`src/rtl/ts_ci_arb.sv`:
```
// Two-source TS packet arbiter feeding the CI input FIFO.
// Round-robin grants on packet boundaries, registered write port.
module ts_ci_arb #(
  parameter int PKT_LEN = 188,
  parameter int CNT_W   = 24
) (
  input  logic             clk,
  input  logic             reset,
  input  logic [1:0]       en,
  input  logic [7:0]       s0_d,
  input  logic             s0_valid,
  input  logic             s0_start,
  output logic             s0_ready,
  input  logic [7:0]       s1_d,
  input  logic             s1_valid,
  input  logic             s1_start,
  output logic             s1_ready,
  output logic [7:0]       ts_ci_in_d,
  output logic             ts_ci_wrreq,
  output logic             pkt_start,
  input  logic             ts_ci_almost_full,
  output logic [CNT_W-1:0] pkts0,
  output logic [CNT_W-1:0] pkts1,
  output logic [15:0]      drops,
  output logic [15:0]      errs,
  output logic             busy
);

  localparam int CW = $clog2(PKT_LEN + 1);

  typedef enum logic {IDLE, XFER} state_t;

  state_t        state, state_nx;
  logic          rr, rr_nx;
  logic          gnt, gnt_nx;
  logic [CW-1:0] cnt, cnt_nx;

  logic          c0, c1, win, win_vld;
  logic          g_valid, g_start;
  logic [7:0]    g_d;
  logic          af;

  logic          wr_nx, ps_nx;
  logic [7:0]    d_nx;
  logic          pk0_inc, pk1_inc, err_inc;
  logic          d0, d1;
  logic [1:0]    drop_n;
  logic [16:0]   drop_sum;

  assign af      = ts_ci_almost_full;
  assign c0      = en[0] & s0_valid & s0_start;
  assign c1      = en[1] & s1_valid & s1_start;
  assign win_vld = c0 | c1;
  // s1 wins only when it is the sole candidate or rr favours it
  assign win     = (c0 & c1) ? rr : c1;

  assign g_valid = gnt ? s1_valid : s0_valid;
  assign g_start = gnt ? s1_start : s0_start;
  assign g_d     = gnt ? s1_d     : s0_d;

  assign busy    = (state == XFER);

  always_comb begin
    state_nx = state;
    rr_nx    = rr;
    gnt_nx   = gnt;
    cnt_nx   = cnt;
    s0_ready = ~en[0];
    s1_ready = ~en[1];
    wr_nx    = 1'b0;
    ps_nx    = 1'b0;
    d_nx     = 8'h00;
    pk0_inc  = 1'b0;
    pk1_inc  = 1'b0;
    err_inc  = 1'b0;
    d0       = 1'b0;
    d1       = 1'b0;
    unique case (state)
      IDLE: begin
        // hunting for sync: non-start bytes are swallowed
        d0 = en[0] & s0_valid & ~s0_start;
        d1 = en[1] & s1_valid & ~s1_start;
        if (d0) s0_ready = 1'b1;
        if (d1) s1_ready = 1'b1;
        if (win_vld && !af) begin
          if (win) s1_ready = 1'b1;
          else     s0_ready = 1'b1;
          wr_nx    = 1'b1;
          ps_nx    = 1'b1;
          d_nx     = win ? s1_d : s0_d;
          cnt_nx   = CW'(1);
          gnt_nx   = win;
          rr_nx    = ~win;
          state_nx = XFER;
        end
      end
      XFER: begin
        if (gnt) s1_ready = ~af;
        else     s0_ready = ~af;
        if (g_valid && !af) begin
          wr_nx = 1'b1;
          d_nx  = g_d;
          if (g_start) begin
            err_inc = 1'b1;
            ps_nx   = 1'b1;
            cnt_nx  = CW'(1);
          end else if (cnt == CW'(PKT_LEN - 1)) begin
            pk0_inc  = ~gnt;
            pk1_inc  = gnt;
            cnt_nx   = '0;
            state_nx = IDLE;
          end else begin
            cnt_nx = cnt + CW'(1);
          end
        end
      end
    endcase
  end

  assign drop_n   = {1'b0, d0} + {1'b0, d1};
  assign drop_sum = {1'b0, drops} + {15'd0, drop_n};

  always_ff @(posedge clk) begin
    if (reset) begin
      state       <= IDLE;
      rr          <= 1'b0;
      gnt         <= 1'b0;
      cnt         <= '0;
      ts_ci_wrreq <= 1'b0;
      pkt_start   <= 1'b0;
      ts_ci_in_d  <= 8'h00;
      pkts0       <= '0;
      pkts1       <= '0;
      drops       <= 16'h0000;
      errs        <= 16'h0000;
    end else begin
      state       <= state_nx;
      rr          <= rr_nx;
      gnt         <= gnt_nx;
      cnt         <= cnt_nx;
      ts_ci_wrreq <= wr_nx;
      pkt_start   <= ps_nx;
      ts_ci_in_d  <= d_nx;
      if (pk0_inc) pkts0 <= pkts0 + CNT_W'(1);
      if (pk1_inc) pkts1 <= pkts1 + CNT_W'(1);
      drops <= drop_sum[16] ? 16'hFFFF : drop_sum[15:0];
      if (err_inc && errs != 16'hFFFF) errs <= errs + 16'd1;
    end
  end

endmodule

```
`config.mk`:
```
export PLATFORM = sky130hd
export DESIGN_NAME = ts_ci_arb
export DESIGN_NICKNAME = d
export VERILOG_FILES = /design/src/rtl/ts_ci_arb.sv
export SDC_FILE = /design/constraint.sdc
export NUM_CORES = 1
export LEC_CHECK = 0
export BUFFER_PORTS_ARGS = -buffer_cell sky130_fd_sc_hd__buf_2
export CORE_MARGIN = 2
export CORE_UTILIZATION = 40
export CTS_CLUSTER_DIAMETER = 200
export DETAILED_ROUTE_END_ITERATION = 6
export GPL_ROUTABILITY_DRIVEN = 0
export GPL_TIMING_DRIVEN = 0
export PLACE_DENSITY_LB_ADDON = 0.12
export SLEW_MARGIN = 20
export SYNTH_ARGS = -nofsm -noshare
export SYNTH_HDL_FRONTEND = slang
export SYNTH_SLANG_ARGS = --single-unit
```
`constraint.sdc`:
```
create_clock -name clk -period 4.4 [get_ports clk]
set_clock_uncertainty 0.15 [all_clocks]
set_input_delay 0.66 -clock clk [delete_from_list [all_inputs] [get_ports clk]]
set_output_delay 0.66 -clock clk [all_outputs]
set_load 0.05 [all_outputs]
```
Word level (Yosys, flattened, before mapping). Index checks and enable logic that the tools add are counted.

Bits in registers: 101.

Add/subtract/negate cells: 6. Eq/ne operators: 4. Mux-type cells: 45. Bitwise logic cells: 16. Reduce and logical (&&, ||, !) cells: 6.

Operator list (count): $mux W8 (8); $add A24 B1 Y24 const B (2); $pmux W8 S2 (2); $mux W1 (29); $add A16 B2 Y17 (1); $add A16 B1 Y16 const B (1); $mux W16 (1); $ne A16 B16 Y1 const B (1); $pmux W1 S2 (5); $add A8 B1 Y8 const B (1); $eq A8 B8 Y1 const B (1); $not A1 Y1 (8); $and A1 B1 Y1 (7); $reduce_and A2 Y1 (2); $logic_and A1 B1 Y1 (3); $add A1 B1 Y2 (1); $ne A2 B1 Y1 const B (1); $ne A2 B2 Y1 const B (1); $logic_not A1 Y1 (1); $or A1 B1 Y1 (1).

Logic depth before layout (Yosys ltp). Gate-level depths: netlist of the first run.

Depth in word-level cells: 7. Gate-level depth with buffers: 10.

Worst setup path after synthesis of the first run. No wires, ideal clock.

Path kind: register -> output. From: reg state, in the netlist busy. To: out s0_ready. Arrival time: 2.124 ns. Data required time: 3.590 ns. Path slack: 1.466 ns. Stages on the path, launching flop included: 5. Path buffers: 1. Cells stage by stage: dfxtp_1 -> buf_2 -> nand2b_1 -> a21oi_1 -> o21ai_0.

Longest elaborated chain between the ends: 2.

Ends and longest elaborated chain: start: declaration (RTL line 33) `state_t state, state_nx;`; start signal: assignment (RTL line 137) `state <= state_nx;`; $not A1 Y1; $pmux W1 S2 (*) (RTL line 78) `unique case (state)`; end: declaration (RTL line 13) `output logic s0_ready,`.

Mark *: on every way between the ends. The rest lies on a longest branch, timed or not.

Final worst setup path of the first run.
From: reg state, in the netlist busy. To: reg drops[11].

Longest elaborated chain between the ends: 4.

Ends and longest elaborated chain: $mux W1 (RTL line 78); $add A1 B1 Y2 (*) (RTL line 120) `assign drop_n = {1'b0, d0} + {1'b0, d1};`; $add A16 B2 Y17 (*) (RTL line 121) `assign drop_sum = {1'b0, drops} + {15'd0, drop_n};`; $mux W16 (*) (RTL line 146) `drops <= drop_sum[16] ? 16'hFFFF : drop_sum[15:0];`; end signal: assignment (RTL line 146); end: declaration (RTL line 24) `output logic [15:0] drops,`.

Marks and branches as above. A chain may end at the register's enable or synchronous reset.

==> metrics.json, run 1 <==
{
  "initial_util": {"value": 40.7, "unit": "%"},
  "insertedDiodeCount": {"value": 0},
  "cts_buffers": {"value": 9},
  "vdd.ir_drop.worst": {"value": 0.000189, "unit": "V"},
  "tightestPinTransition": {"value": 1.10, "unit": "ns"},
  "number_of_antenna_violations_at_the_first_check_in_global_routing": {"value": 0},
  "detail_route.iter0.violations": {"value": 279},
  "fmax": {"value": 0.337, "unit": "GHz"},
  "filler_cell_count": {"value": 1192},
  "timing.reg2reg.setup_slack": {"value": 1.44, "unit": "ns"},
  "post_synth_instance_area": {"value": 4850, "unit": "µm²"},
  "die_footprint": {"value": 13000, "unit": "µm²"},
  "synth_nets": {"value": 596},
  "hpwlAfterDp": {"value": 8.57, "unit": "mm"},
  "ctsHoldBuffers": {"value": 0},
  "tns_setup": {"value": 0, "unit": "ns"},
  "dpl-instance-area": {"value": 5620, "unit": "µm²"},
  "compound_cell_area_share_of_the_yosys_netlist": {"value": 9.96, "unit": "%"},
  "groute.usage.overall": {"value": 18.5, "unit": "%"},
  "flow.area_growth_from_synthesis": {"value": 21.9, "unit": "%"},
  "gr-total-overflow": {"value": 0},
  "number_of_synthesized_flops_with_an_enable_pin": {"value": 0},
  "max_slew_margin": {"value": 26.3, "unit": "%"},
  "cts.path.max_buffers": {"value": 2},
  "clkSlewWorstSetupHoldPaths": {"value": 0.07, "unit": "ns"},
  "synth-warning-count": {"value": 0},
  "finish.cell_count_without_fillers": {"value": 845},
  "period_minus_slack": {"value": 2.96, "unit": "ns"},
  "worst_skew_pair.late_latency": {"value": 0.35, "unit": "ns"},
  "synthXorXnorAreaFrac": {"value": 11.6, "unit": "%"},
  "finalSetupViolCount": {"value": 0},
  "timing.reg2reg.worst_path_depth": {"value": 10},
  "nets": {"value": 724},
  "run_status": {"value": "finished clean"},
  "power.leakage": {"value": 2.29, "unit": "nW"},
  "synth.mux.area_fraction": {"value": 1.70, "unit": "%"},
  "synth.distinct_cells": {"value": 51},
  "crit_path_start_kind": {"value": "flip-flop"},
  "min_period_over_period": {"value": 67.4, "unit": "%"},
  "grt_use_met1": {"value": 24.8, "unit": "%"},
  "worst_r2r_startpoint": {"value": "busy"},
  "core_area": {"value": 11900, "unit": "µm²"},
  "endpoint_kind": {"value": "flip-flop"},
  "synth_ff_type": {"value": "sky130_fd_sc_hd__dfxtp_1"},
  "wl_per_cell": {"value": 13.9, "unit": "µm"},
  "synth-seq-cells": {"value": 101},
  "detail_route.drc_violations": {"value": 0},
  "clock_sinks": {"value": 101},
  "async_flop_share": {"value": 0, "unit": "%"},
  "synth_sequential_area_ratio": {"value": 41.7, "unit": "%"},
  "layout-drive-gt1-share": {"value": 22.6, "unit": "%"},
  "place.detailed.instances": {"value": 829},
  "rows": {"value": 40},
  "maxCapViolCount": {"value": 0},
  "num_io_pins": {"value": 118},
  "cts_repair_resize_count": {"value": 0},
  "grt.met2_usage": {"value": 29.2, "unit": "%"},
  "cts_max_level": {"value": 3},
  "grt_util_met3": {"value": 3.81, "unit": "%"},
  "unrepaired_setup_endpoints_after_global_routing": {"value": "no"},
  "timing.hold.worst.start": {"value": "cnt[7]"},
  "average_instance_area_after_synthesis": {"value": 8.58, "unit": "µm²"},
  "drt.antenna.violating_nets": {"value": 0},
  "hold_path_class": {"value": "flip-flop to flip-flop"},
  "grt_start_max_net_pins": {"value": 16},
  "fp.dieH": {"value": 114, "unit": "µm"},
  "hold_depth": {"value": 2},
  "drv_slew": {"value": 0},
  "post_synth_fa_ha_maj_area_fraction": {"value": 1.70, "unit": "%"},
  "postLayoutCoreUtil": {"value": 49.6, "unit": "%"},
  "top_usage_layer": {"value": "met2"},
  "fin_area": {"value": 5910, "unit": "µm²"},
  "drt_pre_antenna_iters": {"value": 4},
  "cts_tree": {"value": "done"},
  "grt_pass1_wl": {"value": 19.4, "unit": "mm"},
  "post_synth_and_or_nand_nor_area_fraction": {"value": 29.8, "unit": "%"},
  "crit_arrival": {"value": 3.09, "unit": "ns"},
  "postCtsSetupBuffers": {"value": 0},
  "cellPowerDensity": {"value": 307, "unit": "nW/µm²"},
  "timing.critical_path.fanout_max": {"value": 10},
  "drt-total-wl": {"value": 11.8, "unit": "mm"},
  "synth_cells": {"value": 565},
  "via_count": {"value": 4420},
  "worst-setup-path-type": {"value": "flip-flop to flip-flop"},
  "chipWidth": {"value": 114, "unit": "µm"},
  "post_drt_via_cell_ratio": {"value": 5.23},
  "whs_endpoint": {"value": "cnt[7]"},
  "crit_required": {"value": 4.52, "unit": "ns"},
  "first_global_vias": {"value": 3992},
  "port_buffers": {"value": 117},
  "synth_top_family_by_area": {"value": "simple AND/OR/NAND/NOR gates"},
  "hold_viol_final": {"value": 0},
  "cts_root_buf": {"value": "sky130_fd_sc_hd__clkbuf_16"},
  "r2r_end": {"value": "drops[11]"}
}
## state kept, by name (all words and copies together) (netlist names)
signal	count
errs	16
pkts0	24
cnt	8
pkt_start	1
drops	16
pkts1	24
ts_ci_in_d	8
ts_ci_wrreq	1
busy	1
gnt	1
rr	1
## routing by layer
| metal | vias up | part of all wire, % |
|---|---|---|
| li1 | 2251 | - |
| met1 | 2053 | 47 |
| met2 | 100 | 46 |
| met3 | 16 | 4.7 |
| met4 | 0 | 1.9 |
| met5 | - | 0 |
## worst max-delay path by stage
stage	startpoint	end	slack, ns	depth (start not counted)
after floorplan	busy	s0_ready	1.47	4
after global placement	en[0]	drops[11]	1.24	10
after detailed placement	en[0]	drops[11]	1.23	10
after CTS	busy	drops[11]	1.43	10
after global routing	busy	drops[11]	1.09	10
final	busy	drops[11]	1.44	10
## critical path: stages, from the launching register on
cell,delay [ns]
sky130_fd_sc_hd__dfxtp_1,0.33
sky130_fd_sc_hd__buf_2,0.17
sky130_fd_sc_hd__nand2b_1,0.17
sky130_fd_sc_hd__nor3b_1,0.37
sky130_fd_sc_hd__fa_1,0.32
sky130_fd_sc_hd__ha_1,0.24
sky130_fd_sc_hd__nand2_1,0.14
sky130_fd_sc_hd__nor3_1,0.35
sky130_fd_sc_hd__nand3_1,0.19
sky130_fd_sc_hd__clkbuf_1,0.27
sky130_fd_sc_hd__a21oi_1,0.20
## cell type report
class | instances | area (µm²) | share of cell area [%]
timing repair buffer | 117 | 586 | 9.91
buffer | 24 | 114 | 1.93
clock buffer | 11 | 243 | 4.11
inverter | 16 | 60.1 | 1.02
clock inverter | 5 | 50.0 | 0.847
sequential | 101 | 2020 | 34.2
tap | 147 | 184 | 3.11
multi-input combinational | 424 | 2650 | 44.9
## metrics by stage
step	hold WS [ns]	worst slack (ns)	power [mW]
2_1_floorplan	0.313	1.47	1.00
3_3_place_gp	0.326	1.24	1.04
3_5_place_dp	0.346	1.23	1.04
4_1_cts	0.351	1.43	1.83
5_1_grt	0.399	1.09	1.88
6_report	0.354	1.44	1.81
## where the power goes
part	switching, mW	leakage, nW	internal, mW
Combinational	0.0681	1.32	0.0271
Clock	0.343	0.149	0.453
Sequential	0.00396	0.814	0.920
## kinds of logic after synthesis
family                     after synthesis
AOI/OAI and AO/OA                       75
xor gates and xnor gates                64
adders and majority gates                6
buffers and inverters                   40
DFF                                    101
muxes                                    8
and+or+nand+nor                        271
## layout by cell type (no fill, tap or decap), types with 5 or more instances in the layout
| cell type | Yosys | layout |
|---|---|---|
| sky130_fd_sc_hd__xnor2_1 | 48 | 48 |
| sky130_fd_sc_hd__and4_1 | 14 | 14 |
| sky130_fd_sc_hd__and3_1 | 10 | 10 |
| sky130_fd_sc_hd__a22oi_1 | 9 | 9 |
| sky130_fd_sc_hd__nand4_1 | 20 | 20 |
| sky130_fd_sc_hd__nor4_1 | 5 | 5 |
| sky130_fd_sc_hd__nand3_1 | 31 | 31 |
| sky130_fd_sc_hd__clkbuf_16 | 0 | 9 |
| sky130_fd_sc_hd__nor2_1 | 85 | 85 |
| sky130_fd_sc_hd__ha_1 | 5 | 5 |
| sky130_fd_sc_hd__inv_1 | 16 | 16 |
| sky130_fd_sc_hd__a21oi_1 | 29 | 29 |
| sky130_fd_sc_hd__buf_2 | 7 | 124 |
| sky130_fd_sc_hd__xor2_1 | 16 | 16 |
| sky130_fd_sc_hd__nor3_1 | 30 | 30 |
| sky130_fd_sc_hd__dfxtp_1 | 101 | 101 |
| sky130_fd_sc_hd__nand2_1 | 42 | 42 |
| sky130_fd_sc_hd__mux2i_1 | 6 | 6 |
| sky130_fd_sc_hd__nor4_2 | 6 | 6 |
| sky130_fd_sc_hd__o21ai_0 | 11 | 11 |
| sky130_fd_sc_hd__clkbuf_1 | 14 | 15 |
## synth_stat cells (2+ instances only)
master                      number  area, µm²
sky130_fd_sc_hd__inv_1          16       60.1
sky130_fd_sc_hd__and3_1         10       62.6
sky130_fd_sc_hd__buf_2           7       35.0
sky130_fd_sc_hd__nor4_1          5       31.3
sky130_fd_sc_hd__nand4_1        20        125
sky130_fd_sc_hd__nor4_4          3       63.8
sky130_fd_sc_hd__nand2b_1        3       18.8
sky130_fd_sc_hd__a311oi_1        3       26.3
sky130_fd_sc_hd__or3_1           4       25.0
sky130_fd_sc_hd__nor3_1         30        150
sky130_fd_sc_hd__buf_6           2       22.5
sky130_fd_sc_hd__nand2_1        42        158
sky130_fd_sc_hd__nand3_1        31        155
sky130_fd_sc_hd__a22oi_1         9       67.6
sky130_fd_sc_hd__o211ai_1        3       22.5
sky130_fd_sc_hd__o2111ai_1       3       26.3
sky130_fd_sc_hd__xor2_1         16        140
sky130_fd_sc_hd__or4_1           3       22.5
sky130_fd_sc_hd__mux2i_1         6       60.1
sky130_fd_sc_hd__nor4_2          6       75.1
sky130_fd_sc_hd__clkbuf_1       14       52.6
sky130_fd_sc_hd__and4_1         14        123
sky130_fd_sc_hd__dfxtp_1       101       2020
sky130_fd_sc_hd__nand3b_1        4       30.0
sky130_fd_sc_hd__mux2_2          2       22.5
sky130_fd_sc_hd__nor2b_1         2       12.5
sky130_fd_sc_hd__a31oi_1         2       12.5
sky130_fd_sc_hd__a21oi_1        29        145
sky130_fd_sc_hd__nor2_1         85        319
sky130_fd_sc_hd__a211oi_1        3       22.5
sky130_fd_sc_hd__o21a_1          2       15.0
sky130_fd_sc_hd__ha_1            5       62.6
sky130_fd_sc_hd__a31o_2          2       17.5
sky130_fd_sc_hd__and2_1          4       25.0
sky130_fd_sc_hd__o21ai_0        11       55.1
sky130_fd_sc_hd__xnor2_1        48        420
Power figures use the tool's default switching activity.
==> inputs of run 2 (changes only) <==
==> constraint.sdc (replaced) <==
create_clock -name clk -period 2.5 [get_ports clk]
set_clock_uncertainty 0.15 [all_clocks]
set_input_delay 0.375 -clock clk [delete_from_list [all_inputs] [get_ports clk]]
set_output_delay 0.375 -clock clk [all_outputs]
set_load 0.05 [all_outputs]
==> metrics.json, run 2 (synthesis gave the netlist of run 1 again) <==
{
  "tightestPinTransition": {"value": 1.02, "unit": "ns"},
  "dpl_worst_slack": {"value": -0.245, "unit": "ns"},
  "final_common_cell": {"value": "sky130_fd_sc_hd__buf_2"},
  "nets": {"value": 727},
  "wl_per_cell": {"value": 14.3, "unit": "µm"},
  "crit_required": {"value": 2.62, "unit": "ns"},
  "chipWidth": {"value": 114, "unit": "µm"},
  "timing.critical_path.max_delay_family": {"value": "simple AND/OR/NAND/NOR gates"},
  "hold_path_class": {"value": "input pin to flip-flop"},
  "fp.dieH": {"value": 114, "unit": "µm"},
  "hold_depth": {"value": 3},
  "port_buffers": {"value": 117},
  "most-common-layout-cells": {"value": "sky130_fd_sc_hd__buf_2, sky130_fd_sc_hd__dfxtp_1, sky130_fd_sc_hd__nor2_1, sky130_fd_sc_hd__xnor2_1, sky130_fd_sc_hd__nand2_1"},
  "worstPathCellList": {"value": "buf_2 > nand2b_1 > nor3b_2 > fa_2 > ha_2 > nand2_2 > nor3_4 > nand3_2 > clkbuf_8 > a21oi_1"},
  "detail_route.iter0.violations": {"value": 279},
  "cts_max_level": {"value": 3},
  "cellPowerDensity": {"value": 542, "unit": "nW/µm²"},
  "drt-total-wl": {"value": 12.1, "unit": "mm"},
  "endpoint_kind": {"value": "flip-flop"},
  "layout-drive-gt1-share": {"value": 25.1, "unit": "%"},
  "insertedDiodeCount": {"value": 0},
  "groute.usage.overall": {"value": 19.1, "unit": "%"},
  "crit_path_top_delay_cell": {"value": "sky130_fd_sc_hd__dfxtp_2"},
  "crit_path_start_kind": {"value": "flip-flop"},
  "unrepaired_setup_endpoints_after_global_routing": {"value": "yes"},
  "worst-path-stages": {"value": 10},
  "crit_buf_inv": {"value": 2},
  "crit_arrival": {"value": 2.49, "unit": "ns"},
  "min_period_over_period": {"value": 94.9, "unit": "%"},
  "period_minus_slack": {"value": 2.37, "unit": "ns"},
  "hold_worst_slack": {"value": 0.116, "unit": "ns"},
  "finalSetupViolCount": {"value": 0},
  "hold_viol_final": {"value": 0},
  "maxCapViolCount": {"value": 0},
  "flow.area_growth_from_synthesis": {"value": 24.5, "unit": "%"},
  "timing.critical_path.fanout_max": {"value": 10},
  "final_critical_path_setup_slack": {"value": 0.128, "unit": "ns"},
  "power.leakage": {"value": 2.33, "unit": "nW"},
  "gr-total-overflow": {"value": 0},
  "r2r_end": {"value": "drops[4]"},
  "worst-setup-path-type": {"value": "flip-flop to flip-flop"},
  "whs_endpoint": {"value": "ts_ci_in_d[0]"},
  "worst_skew_pair.late_latency": {"value": 0.35, "unit": "ns"},
  "core_area": {"value": 11900, "unit": "µm²"},
  "clkSlewWorstSetupHoldPaths": {"value": 0.07, "unit": "ns"},
  "initial_util": {"value": 40.7, "unit": "%"},
  "cts_buffers": {"value": 9},
  "rows": {"value": 40},
  "cts.path.max_buffers": {"value": 2},
  "num_io_pins": {"value": 118},
  "post_drt_via_cell_ratio": {"value": 5.21},
  "grt_start_max_net_pins": {"value": 16},
  "max_slew_margin": {"value": 31.4, "unit": "%"},
  "ctsHoldBuffers": {"value": 0},
  "hpwlAfterDp": {"value": 8.78, "unit": "mm"},
  "cp_slowest_stage_delay": {"value": 0.32, "unit": "ns"},
  "drt_pre_antenna_iters": {"value": 5},
  "via_count": {"value": 4416},
  "clock_sinks": {"value": 101},
  "detail_route.drc_violations": {"value": 0},
  "worst_r2r_startpoint": {"value": "busy"},
  "grt_pass1_wl": {"value": 20.2, "unit": "mm"},
  "drv_slew": {"value": 0},
  "cts_tree": {"value": "done"},
  "die_footprint": {"value": 13000, "unit": "µm²"},
  "dpl-instance-area": {"value": 5620, "unit": "µm²"},
  "fmax": {"value": 0.422, "unit": "GHz"},
  "timing.reg2reg.setup_slack": {"value": 0.13, "unit": "ns"},
  "cts_root_buf": {"value": "sky130_fd_sc_hd__clkbuf_16"},
  "run_status": {"value": "finished clean"},
  "number_of_antenna_violations_at_the_first_check_in_global_routing": {"value": 0},
  "largestRegisters": {"value": "pkts0 (24), pkts1 (24)"},
  "timing.hold.worst.start": {"value": "s0_d[0]"},
  "first_global_vias": {"value": 4217},
  "timing.reg2reg.worst_path_depth": {"value": 10},
  "drt.antenna.violating_nets": {"value": 0},
  "fin_area": {"value": 6030, "unit": "µm²"},
  "vdd.ir_drop.worst": {"value": 0.000360, "unit": "V"}
}
## run 2: cell types whose count changed in the layout (fill, tap and decap cells not counted), moves of 2 or more
| cell | change |
|---|---|
| sky130_fd_sc_hd__buf_4 | +4 |
| sky130_fd_sc_hd__dfxtp_1 | -2 |
| sky130_fd_sc_hd__dfxtp_2 | +2 |
| sky130_fd_sc_hd__ha_1 | -2 |
| sky130_fd_sc_hd__nor3_1 | -6 |
| sky130_fd_sc_hd__nor3_2 | +5 |
## run 2: report_power, final
| group | switching, mW | internal, mW |
|---|---|---|
| clock | 0.598 | 0.873 |
| combinational | 0.122 | 0.0497 |
| sequential | 0.00713 | 1.62 |
## run 2: cell type report
type	count	area (µm²)
clock buffers	11	233
well taps	147	184
multi-input cells	424	2720
plain buffers	24	126
repair buffers	120	608
fillers	1134	5880
flip-flops and latches	101	2020
inverters	16	60.1
clock inverters	5	75.1
## run 2: how the worst max path moves through the flow
stage	to	from	slack (ns)
detailed placement	drops[7]	busy	-0.24
global placement	drops[11]	busy	-0.18
global route	drops[4]	busy	-0.05
CTS	pkts1[17]	cnt[0]	0.01
floorplan	drops[11]	busy	0.02
finish	drops[4]	busy	0.13
## run 2: per-layer routing
metal | vias to the layer above | global-route usage (%) | share of wire, %
met5 | - | 0 | 0
met4 | 0 | 4.96 | 0.45
met3 | 4 | 6.56 | 5.8
met2 | 96 | 31.9 | 48
met1 | 2053 | 23.7 | 45
li1 | 2263 | - | -
## run 2: what timing repair did
item / CTS / global route
buffers inserted: 2 / 1
resized for setup: 7 / 12
endpoints found under the setup margin: 14 / 40
endpoints found under the hold margin: 0 / 0
pin swaps: 3 / 3
## run 2: stage by stage
step / setup TNS, ns / instances / utilization (%) / total power, mW
2_1_floorplan: 0 / 565 / - / 1.77
3_3_place_gp: -1.61 / 829 / 47.2 / 1.83
3_5_place_dp: -2.35 / 829 / 47.2 / 1.83
4_1_cts: 0 / 847 / 50.2 / 3.32
5_1_grt: -0.325 / 848 / 50.7 / 3.42
6_report: 0 / 848 / 50.7 / 3.27
## run 2: worst min-delay path: stages
cell	delay, ns
sky130_fd_sc_hd__buf_2	0.08
sky130_fd_sc_hd__a22oi_1	0.05
sky130_fd_sc_hd__nor2_1	0.07
==> inputs of run 3 (changes only) <==
--- a/config.mk
+++ b/config.mk
@@ -12,7 +12,7 @@
 export DETAILED_ROUTE_END_ITERATION = 6
 export GPL_ROUTABILITY_DRIVEN = 0
 export GPL_TIMING_DRIVEN = 0
-export PLACE_DENSITY_LB_ADDON = 0.12
+export PLACE_DENSITY = 0.67
 export SLEW_MARGIN = 20
 export SYNTH_ARGS = -nofsm -noshare
 export SYNTH_HDL_FRONTEND = slang
==> metrics.json, run 3 (synthesis gave the netlist of run 1 again) <==
{
  "postLayoutCoreUtil": {"value": 51.7, "unit": "%"},
  "run_status": {"value": "finished clean"},
  "min_period_over_period": {"value": 94.4, "unit": "%"},
  "drt_pre_antenna_iters": {"value": 4},
  "ctsHoldBuffers": {"value": 0},
  "drt.antenna.violating_nets": {"value": 0},
  "rows": {"value": 40},
  "maxCapViolCount": {"value": 0},
  "groute.usage.overall": {"value": 19.1, "unit": "%"},
  "via_count": {"value": 4489},
  "grt_pass1_wl": {"value": 19.9, "unit": "mm"},
  "dpl-instance-area": {"value": 5620, "unit": "µm²"},
  "period_minus_slack": {"value": 2.36, "unit": "ns"},
  "number_of_antenna_violations_at_the_first_check_in_global_routing": {"value": 0},
  "post_drt_via_cell_ratio": {"value": 5.28},
  "multi_input_comb_area": {"value": 2780, "unit": "µm²"},
  "initial_util": {"value": 40.7, "unit": "%"},
  "die_footprint": {"value": 13000, "unit": "µm²"},
  "hpwlAfterDp": {"value": 8.86, "unit": "mm"},
  "tightestPinTransition": {"value": 0.775, "unit": "ns"},
  "layout-drive-gt1-share": {"value": 27.0, "unit": "%"},
  "grt_start_max_net_pins": {"value": 16},
  "chipWidth": {"value": 114, "unit": "µm"},
  "vdd.ir_drop.worst": {"value": 0.000353, "unit": "V"},
  "detail_route.iter0.violations": {"value": 223},
  "filler_cell_count": {"value": 1134},
  "wl_per_cell": {"value": 14.5, "unit": "µm"},
  "timing.critical_path.fanout_max": {"value": 10},
  "nets": {"value": 729},
  "endpoint_kind": {"value": "flip-flop"},
  "cts.path.max_buffers": {"value": 2},
  "insertedDiodeCount": {"value": 0},
  "cellPowerDensity": {"value": 564, "unit": "nW/µm²"},
  "core_area": {"value": 11900, "unit": "µm²"},
  "num_io_pins": {"value": 118},
  "drv_slew": {"value": 0},
  "gr-total-overflow": {"value": 0},
  "fin_area": {"value": 6150, "unit": "µm²"},
  "detail_route.drc_violations": {"value": 0},
  "cts_buffers": {"value": 9},
  "hold_path_class": {"value": "input pin to flip-flop"},
  "unrepaired_setup_endpoints_after_global_routing": {"value": "no"},
  "first_global_vias": {"value": 4101},
  "fp.dieH": {"value": 114, "unit": "µm"},
  "crit_path_start_kind": {"value": "flip-flop"},
  "crit_arrival": {"value": 2.44, "unit": "ns"},
  "worst_skew_pair.late_latency": {"value": 0.35, "unit": "ns"},
  "cts_root_buf": {"value": "sky130_fd_sc_hd__clkbuf_16"},
  "max_slew_margin": {"value": 48.2, "unit": "%"},
  "clkSlewWorstSetupHoldPaths": {"value": 0.07, "unit": "ns"},
  "power.leakage": {"value": 2.36, "unit": "nW"},
  "port_buffers": {"value": 117},
  "seq_area": {"value": 2020, "unit": "µm²"},
  "finalSetupViolCount": {"value": 0},
  "hold_worst_slack": {"value": 0.107, "unit": "ns"},
  "design_power_total": {"value": 3.47, "unit": "mW"},
  "final_common_cell": {"value": "sky130_fd_sc_hd__buf_2"},
  "most-common-layout-cells": {"value": "sky130_fd_sc_hd__buf_2, sky130_fd_sc_hd__dfxtp_1, sky130_fd_sc_hd__nor2_1, sky130_fd_sc_hd__xnor2_1, sky130_fd_sc_hd__nand2_1"},
  "crit_required": {"value": 2.58, "unit": "ns"},
  "hold_viol_final": {"value": 0},
  "clock_sinks": {"value": 101},
  "cts_max_level": {"value": 3},
  "largestRegisters": {"value": "pkts0 (24), pkts1 (24)"},
  "drt-total-wl": {"value": 12.4, "unit": "mm"},
  "flow.area_growth_from_synthesis": {"value": 27.0, "unit": "%"},
  "cts_tree": {"value": "done"},
  "worst-setup-path-type": {"value": "flip-flop to flip-flop"},
  "fmax": {"value": 0.424, "unit": "GHz"}
}
[run 3: path summary, 6_finish.rpt]
path | cells after the start | from | endpoint | slack [ns]
worst min register to register | 2 | cnt[7] | cnt[7] | 0.35
worst max-delay path | 8 | cnt[1] | pkts0[23] | 0.14
worst min-delay path | 3 | s0_d[2] | ts_ci_in_d[2] | 0.11
worst max register to register | 8 | cnt[1] | pkts0[23] | 0.14
[run 3: report_power, final]
group | leakage (nW) | internal [mW] | switching (mW)
logic | 1.37 | 0.0508 | 0.123
registers | 0.815 | 1.62 | 0.00733
clock network | 0.176 | 1.06 | 0.611
total | 2.36 | 2.73 | 0.742
[run 3: repair_timing]
action                     4_1_cts  5_1_grt
setup buffers                    2        3
resized for setup                7       23
setup endpoints to repair       13       38
cloned                           0        1
pin swaps                        3        4
[run 3: layer usage]
metal	global-route usage, %	share of wire [%]	vias up
met5	0	0	-
met4	9.35	2.4	0
met3	2.96	3.1	19
met2	30.7	47	87
met1	25.1	47	2121
li1	-	-	2262
[run 3: worst max-delay path: stages, from the launching register on]
cell and delay (ns):
sky130_fd_sc_hd__dfxtp_1 0.36, sky130_fd_sc_hd__ha_2 0.22, sky130_fd_sc_hd__nand4b_1 0.14, sky130_fd_sc_hd__buf_4 0.17
sky130_fd_sc_hd__or4_4 0.52, sky130_fd_sc_hd__buf_6 0.18, sky130_fd_sc_hd__nor4_4 0.29, sky130_fd_sc_hd__xnor2_1 0.15
sky130_fd_sc_hd__nor2_1 0.05
[run 3: stage by stage]
| step | setup TNS (ns) | std cells | setup WS [ns] |
|---|---|---|---|
| finish | 0 | 850 | 0.140 |
| detailed placement | -1.65 | 829 | -0.201 |
| floorplan | 0 | 565 | 0.0232 |
| CTS | -0.00401 | 847 | -0.00401 |
| global route | 0 | 850 | 0.00735 |
| global placement | -1.39 | 829 | -0.156 |
[run 3: layout make-up]
cell class,count,share of cell area (%)
buffer,23,1.93
clock buffer,13,4.39
clock inverter,3,1.46
inverter,16,0.976
multi-input combinational,424,45.2
sequential,101,32.9
tap,147,2.99
timing repair buffer,123,10.2
